==> config.mk <==
export PLATFORM = sky130hd
export DESIGN_NAME = procesador
export DESIGN_NICKNAME = d
export VERILOG_FILES = /design/src/rtl/procesador_pkg.sv /design/src/rtl/procesador_unidad_funcional.sv /design/src/rtl/procesador.sv
export SDC_FILE = /design/constraint.sdc
export NUM_CORES = 1
export LEC_CHECK = 0
export ABC_AREA = 1
export CAP_MARGIN = 20
export CORE_ASPECT_RATIO = 0.6
export CORE_MARGIN = 2
export CORE_UTILIZATION = 35
export CTS_CLUSTER_DIAMETER = 150
export DETAILED_ROUTE_END_ITERATION = 12
export PLACE_DENSITY = 0.65
export SYNTH_ARGS = -nofsm -noshare
export SYNTH_HDL_FRONTEND = slang
export SYNTH_SLANG_ARGS = --single-unit
==> constraint.sdc <==
create_clock -name clock -period 6.3 [get_ports clock]
set_clock_uncertainty 0.05 [all_clocks]
set_input_delay 1.26 -clock clock [delete_from_list [all_inputs] [get_ports clock]]
set_output_delay 1.26 -clock clock [all_outputs]
set_load 0.02 [all_outputs]
==> src/rtl/procesador_pkg.sv <==
// Shared opcode constants, tag bit positions and the status-tag layout for the procesador datapath.
// Latency: none (declarations only).
// Backpressure: not applicable.
package procesador_pkg;

    // Function unit operation select (G_sel)
    localparam logic [3:0] G_PASS_A     = 4'b0000;
    localparam logic [3:0] G_INC_A      = 4'b0001;
    localparam logic [3:0] G_ADD        = 4'b0010;
    localparam logic [3:0] G_ADD_INC    = 4'b0011;
    localparam logic [3:0] G_ADD_NOT_B  = 4'b0100;
    localparam logic [3:0] G_SUB        = 4'b0101;
    localparam logic [3:0] G_DEC_A      = 4'b0110;
    localparam logic [3:0] G_PASS_A_ALT = 4'b0111;
    localparam logic [3:0] G_AND        = 4'b1000;
    localparam logic [3:0] G_OR         = 4'b1001;
    localparam logic [3:0] G_XOR        = 4'b1010;
    localparam logic [3:0] G_NOT_A      = 4'b1011;
    localparam logic [3:0] G_PASS_B     = 4'b1100;
    localparam logic [3:0] G_NOT_B      = 4'b1101;
    localparam logic [3:0] G_ZERO       = 4'b1110;
    localparam logic [3:0] G_ONES       = 4'b1111;

    // Shifter operation select (H_sel)
    localparam logic [1:0] H_PASS_B = 2'b00;
    localparam logic [1:0] H_SHR    = 2'b01;
    localparam logic [1:0] H_SHL    = 2'b10;
    localparam logic [1:0] H_ZERO   = 2'b11;

    // Tag bit indices within Tags
    localparam int TAG_V = 3;
    localparam int TAG_C = 2;
    localparam int TAG_N = 1;
    localparam int TAG_Z = 0;

    // Packed so that v lands on bit 3 and z on bit 0
    typedef struct packed {
        logic v;
        logic c;
        logic n;
        logic z;
    } tags_t;

endpackage

==> src/rtl/procesador_unidad_funcional.sv <==
// Function unit: ALU, shifter, F select and status tags.
// Latency: purely combinational, F and tags follow a/b/selects in the same cycle.
// Backpressure: none; always accepts operands.
//   a, b         : A and B bus operands
//   g_sel, h_sel : ALU and shifter operation selects
//   mf_sel       : 0 = ALU result, 1 = shifter result
//   f, tags      : function output and {V,C,N,Z}
module unidad_funcional
    import procesador_pkg::*;
#(
    parameter int m = 8
) (
    input  logic [m-1:0] a,
    input  logic [m-1:0] b,
    input  logic [3:0]   g_sel,
    input  logic [1:0]   h_sel,
    input  logic         mf_sel,
    output logic [m-1:0] f,
    output logic [3:0]   tags
);

    logic [m-1:0] addend;
    logic         carry_in;
    logic [m:0]   sum;
    logic [m-1:0] alu_res;
    logic         alu_c;
    logic         alu_v;
    logic [m-1:0] shift_res;
    tags_t        tag_s;

    // Second addend and carry-in for the arithmetic half of the opcode space
    always_comb begin
        addend   = '0;
        carry_in = 1'b0;
        case (g_sel)
            G_INC_A:     carry_in = 1'b1;
            G_ADD:       addend   = b;
            G_ADD_INC: begin
                addend   = b;
                carry_in = 1'b1;
            end
            G_ADD_NOT_B: addend   = ~b;
            G_SUB: begin
                addend   = ~b;
                carry_in = 1'b1;
            end
            G_DEC_A:     addend   = '1;
            default: begin
                addend   = '0;
                carry_in = 1'b0;
            end
        endcase
    end

    assign sum = {1'b0, a} + {1'b0, addend} + {{m{1'b0}}, carry_in};

    always_comb begin
        alu_res = sum[m-1:0];
        alu_c   = 1'b0;
        alu_v   = 1'b0;
        if (g_sel[3] == 1'b0) begin
            alu_c = sum[m];
            // Signed overflow: equal addend signs, result sign differs
            alu_v = (a[m-1] == addend[m-1]) && (sum[m-1] != a[m-1]);
        end else begin
            case (g_sel)
                G_AND:   alu_res = a & b;
                G_OR:    alu_res = a | b;
                G_XOR:   alu_res = a ^ b;
                G_NOT_A: alu_res = ~a;
                G_PASS_B: alu_res = b;
                G_NOT_B: alu_res = ~b;
                G_ZERO:  alu_res = '0;
                default: alu_res = '1;
            endcase
        end
    end

    always_comb begin
        case (h_sel)
            H_PASS_B: shift_res = b;
            H_SHR:    shift_res = {1'b0, b[m-1:1]};
            H_SHL:    shift_res = {b[m-2:0], 1'b0};
            default:  shift_res = '0;
        endcase
    end

    assign f = mf_sel ? shift_res : alu_res;

    // Carry and overflow only meaningful for the ALU path
    assign tag_s.v = mf_sel ? 1'b0 : alu_v;
    assign tag_s.c = mf_sel ? 1'b0 : alu_c;
    assign tag_s.n = f[m-1];
    assign tag_s.z = (f == '0);
    assign tags    = tag_s;

endmodule

==> src/rtl/procesador.sv <==
// Four-register datapath: register file, A/B bus muxes and write-back around the function unit.
// Latency: outputs combinational; write-back lands on the next rising clock edge.
// Backpressure: none; a write happens every edge where Load_en[D_sel] is set.
//   clock, reset         : rising-edge clock, async active-high reset
//   A_sel, B_sel, D_sel  : A read, B read and write-back register indices
//   Cons_IN, Data_IN     : constant operand and external write-back data
//   G_sel, H_sel         : ALU / shifter op selects
//   MB_sel, MF_sel, MD_sel: B source, F source, write-back source
//   Load_en              : per-register write enable
//   Tags, Address_out, Data_out : {V,C,N,Z}, A bus, B bus
module procesador
    import procesador_pkg::*;
#(
    parameter int m = 8
) (
    input  logic         clock,
    input  logic         reset,
    input  logic [1:0]   A_sel,
    input  logic [1:0]   B_sel,
    input  logic [1:0]   D_sel,
    input  logic [m-1:0] Cons_IN,
    input  logic [m-1:0] Data_IN,
    input  logic [3:0]   G_sel,
    input  logic [1:0]   H_sel,
    input  logic         MB_sel,
    input  logic         MF_sel,
    input  logic         MD_sel,
    input  logic [3:0]   Load_en,
    output logic [3:0]   Tags,
    output logic [m-1:0] Address_out,
    output logic [m-1:0] Data_out
);

    logic [m-1:0] regs [4];
    logic [m-1:0] a_bus;
    logic [m-1:0] b_bus;
    logic [m-1:0] f;
    logic [m-1:0] d_bus;

    assign a_bus       = regs[A_sel];
    assign b_bus       = MB_sel ? Cons_IN : regs[B_sel];
    assign Address_out = a_bus;
    assign Data_out    = b_bus;

    unidad_funcional #(
        .m(m)
    ) u_unidad_funcional (
        .a      (a_bus),
        .b      (b_bus),
        .g_sel  (G_sel),
        .h_sel  (H_sel),
        .mf_sel (MF_sel),
        .f      (f),
        .tags   (Tags)
    );

    assign d_bus = MD_sel ? Data_IN : f;

    // Only the enable bit of the addressed register matters; reads see the
    // old value until the edge since there is no bypass path.
    always_ff @(posedge clock or posedge reset) begin
        if (reset) begin
            for (int i = 0; i < 4; i++) begin
                regs[i] <= '0;
            end
        end else if (Load_en[D_sel]) begin
            regs[D_sel] <= d_bus;
        end
    end

endmodule

==> reports/results.tsv <==
stage	metric	value	unit
clock_network	hold buffers post-CTS	0	
floorplanning	num ports	57	
floorplanning	chip height	86.13	um
grt	total gr overflow	0	
power	Leak	2.495	nW
cells_and_area	nets	755	
yosys	sequential area share after synthesis	0.2035	
run	Max-Cap Viols	0	
floorplanning	DIE WIDTH	140.9	um
power	peak supply drop	0.1065	mV
power	power share of the combinational group	0.477	
clock_network	total CTS buffers	5	
floorplanning	row cnt	29	
setup_path	CP Max Fanout	19	
power	Int Pwr	579.7	uW
clock_network	PostCTS Resize Cnt	0	
yosys	ys async rst share	1.000	
power	total power density per cell area	202.2	nW/um2
floorplanning	Die Area	12130	um2
yosys	number of synthesis warnings	0	
power	Flop pwr share	0.273	
timing	Final Critical Period	5960	ps
grt	initial antenna violation count	0	
setup_path	critical path class	input pin to primary output	
cells_and_area	Area Overhead vs Synth	24.01	%
route	DR vias/cell	5.229	
grt	largest net degree at the start of global routing	33	
floorplanning	core area	10740	um2
yosys	post-synthesis cell type count	39	
power	switching share of power	0.4124	
yosys	Commonest cells post-synth	174 x nand2_1, 89 x nand3_1, 75 x inv_1, 37 x nor2_1, 32 x dfrtp_1	
cells_and_area	fin cells	833	
placement	Routability Congestion	0.9793	
route	DR WL/cell	16.73	um
cells_and_area	Antenna Cells	0	
setup_path	Crit. End Element	primary output	
setup_path	Worst Path Required	4990	ps
timing	relative slew slack	0.4342	
setup_path	arrival time of the worst setup path	4650	ps
power	clock share of power	0.251	
cells_and_area	Largest regs	regs (32)	
route	DRC violations left	0	
yosys	area of the mapped netlist	3935	um2
yosys	Top FF cell, synth	dfrtp_1	
setup_path	crit start category	input pin	
yosys	post-synthesis instance total	618	
clock_network	Clock Latency Late Sink	290	ps
cells_and_area	share of layout cells above drive strength 1	0.1787	
hold_path	worst hold path class	flop to flop	
yosys	Post-synth EDFFs	0	
yosys	#FFs+latches synth	32	
yosys	top-count cell post-synth	nand2_1	
yosys	leading area contributor after synthesis	dfrtp_1	
cells_and_area	Final Util	0.4543	
clock_network	Root Driver	clkbuf_16	
route	drt pass-1 iters	5	
outcome	result of the run	complete, no violations	
placement	Detail Placement HPWL	11490	um
clock_network	clk sinks	32	
floorplanning	initial core utilization	0.3664	
cells_and_area	number of flip-flops in the largest register	32	
grt	GRT Overall Usage	0.2358	
power	overall power	986.5	uW
yosys	Synth area leaders	dfrtp_1 20%, nand2_1 17%, nand3_1 11%	
route	drt initial violations	428	
power	Psw	406.9	uW
clock_network	Setup Buffers After CTS	0	
yosys	Mapped Nets	680	
timing	TNS Setup	0	ps
timing	unrepaired setup endpoints after global routing	no	
timing	Fin. Hold Viols	0	
timing	final-report setup violation count	0	
placement	placed instance count	825	
timing	Peak Freq	0.1678	GHz
yosys	Yosys top cell area share	0.2035	
yosys	Avg Cell Area, Syn	6.367	um2
cells_and_area	Largest Register	regs	
clock_network	Reg clk slew, reported paths	50	ps
route	vias	4356	
clock_network	clk buf depth	2	
timing	Slew @ Worst Pin	845.5	ps
clock_network	CTS H-tree lvls	2	
route	final WL	13930	um
placement	buffers added on ports	56	
grt	vias in the first global route	4046	
clock_network	CTS tree	built	
timing	Final period util	0.9461	
timing	Final Max Tran Viols	0	
route	Antenna Violating Nets Remaining	0	
grt	first-pass GRT wire length	21930	um
critical path: stages:
cell and delay [ps]:
clkdlybuf4s50_1 510, buf_12 170, inv_8 50, buf_4 170, nand2_2 80, nand3_2 60
nand3_2 110, nand2_4 90, a21oi_1 120, o21ai_0 110, ha_1 360, a21o_1 190
a21oi_1 240, nand3_1 130, nand3_1 120, nand3_2 100, nand2_1 130, clkdlybuf4s50_1 620
metal layers:
| layer | track usage | share of wire | vias to the layer above | wire, um |
|---|---|---|---|---|
| li1 | - | - | 2142 | - |
| met1 | 0.3696 | 0.51 | 2012 | 7100 |
| met2 | 0.3215 | 0.38 | 190 | 5289 |
| met3 | 0.06533 | 0.11 | 12 | 1470 |
| met4 | 0.03182 | 0.0052 | 0 | 72 |
| met5 | 0 | 0 | - | 0 |
power groups by stage:
stage	combinational [mW]	sequential, mW	clock (mW)
2_1_floorplan	0.302	0.265	0
3_3_place_gp	0.455	0.272	0
3_5_place_dp	0.462	0.272	0
4_1_cts	0.465	0.269	0.251
5_1_grt	0.522	0.274	0.259
6_report	0.470	0.269	0.247
per-stage QoR:
stage	hold WS [ps]	setup WS, ps	instance area (um2)
after CTS	431.9	62.04	4875
after detailed placement	418.8	72.63	4728
after global placement	415.6	161.1	4728
after floorplan	399.1	1194	3935
after global routing	451.5	87.40	4880
final	432.7	339.6	4880
worst paths after layout:
| path | cells after the start | slack (ps) | startpoint | endpoint |
|---|---|---|---|---|
| max reg2reg | 19 | 3250 | regs[0]$_DFFE_PP0P_ | regs[6]$_DFFE_PP0P_ |
| max | 18 | 340 | B_sel[0] | Tags[1] |
| min in group asynchronous | 3 | 1320 | reset | regs[10]$_DFFE_PP0P_ |
| min reg2reg | 2 | 430 | regs[20]$_DFFE_PP0P_ | regs[20]$_DFFE_PP0P_ |
| min | 2 | 430 | regs[20]$_DFFE_PP0P_ | regs[20]$_DFFE_PP0P_ |
| max in group asynchronous | 3 | 4570 | reset | regs[21]$_DFFE_PP0P_ |
layout make-up:
class | count | area, um2
inverters | 93 | 359.1
multi-input cells | 481 | 2641
fillers | 1100 | 5861
repair buffers | 80 | 758.2
flip-flops and latches | 32 | 800.8
clock buffers | 8 | 146.4
well taps | 139 | 173.9
cells by family after synthesis:
| kind of cell | count (synthesis) | synth area share |
|---|---|---|
| DFF | 32 | 0.2035 |
| AOI/OAI and AO/OA | 60 | 0.08522 |
| and+or+nand+nor | 394 | 0.4983 |
| adders and majority gates | 25 | 0.08331 |
| buffers and inverters | 105 | 0.1253 |
| xor gates and xnor gates | 2 | 0.004452 |
placed cells by master, fill, tap and decap left out, types with 2 or more instances in the layout:
cell,synthesis,routed
o21ai_0,23,23
nor2_4,2,2
inv_2,11,11
clkdlybuf4s50_1,0,54
nand2_2,28,28
nand2_4,6,6
o21ai_1,4,4
clkbuf_1,0,2
a211oi_1,2,2
inv_1,75,75
nand3_2,22,22
dlymetal6s2s_1,0,2
fa_1,2,2
nand3b_1,3,3
clkinv_1,5,5
nor2_1,37,37
clkbuf_16,0,5
nand3_1,89,89
dfrtp_1,32,32
or2_2,16,16
nand2_1,174,174
o211ai_1,8,8
nand4_1,9,9
a21oi_1,20,20
buf_4,2,23
nor2_2,5,5
ha_1,23,23
Power figures use the tool's default switching activity.
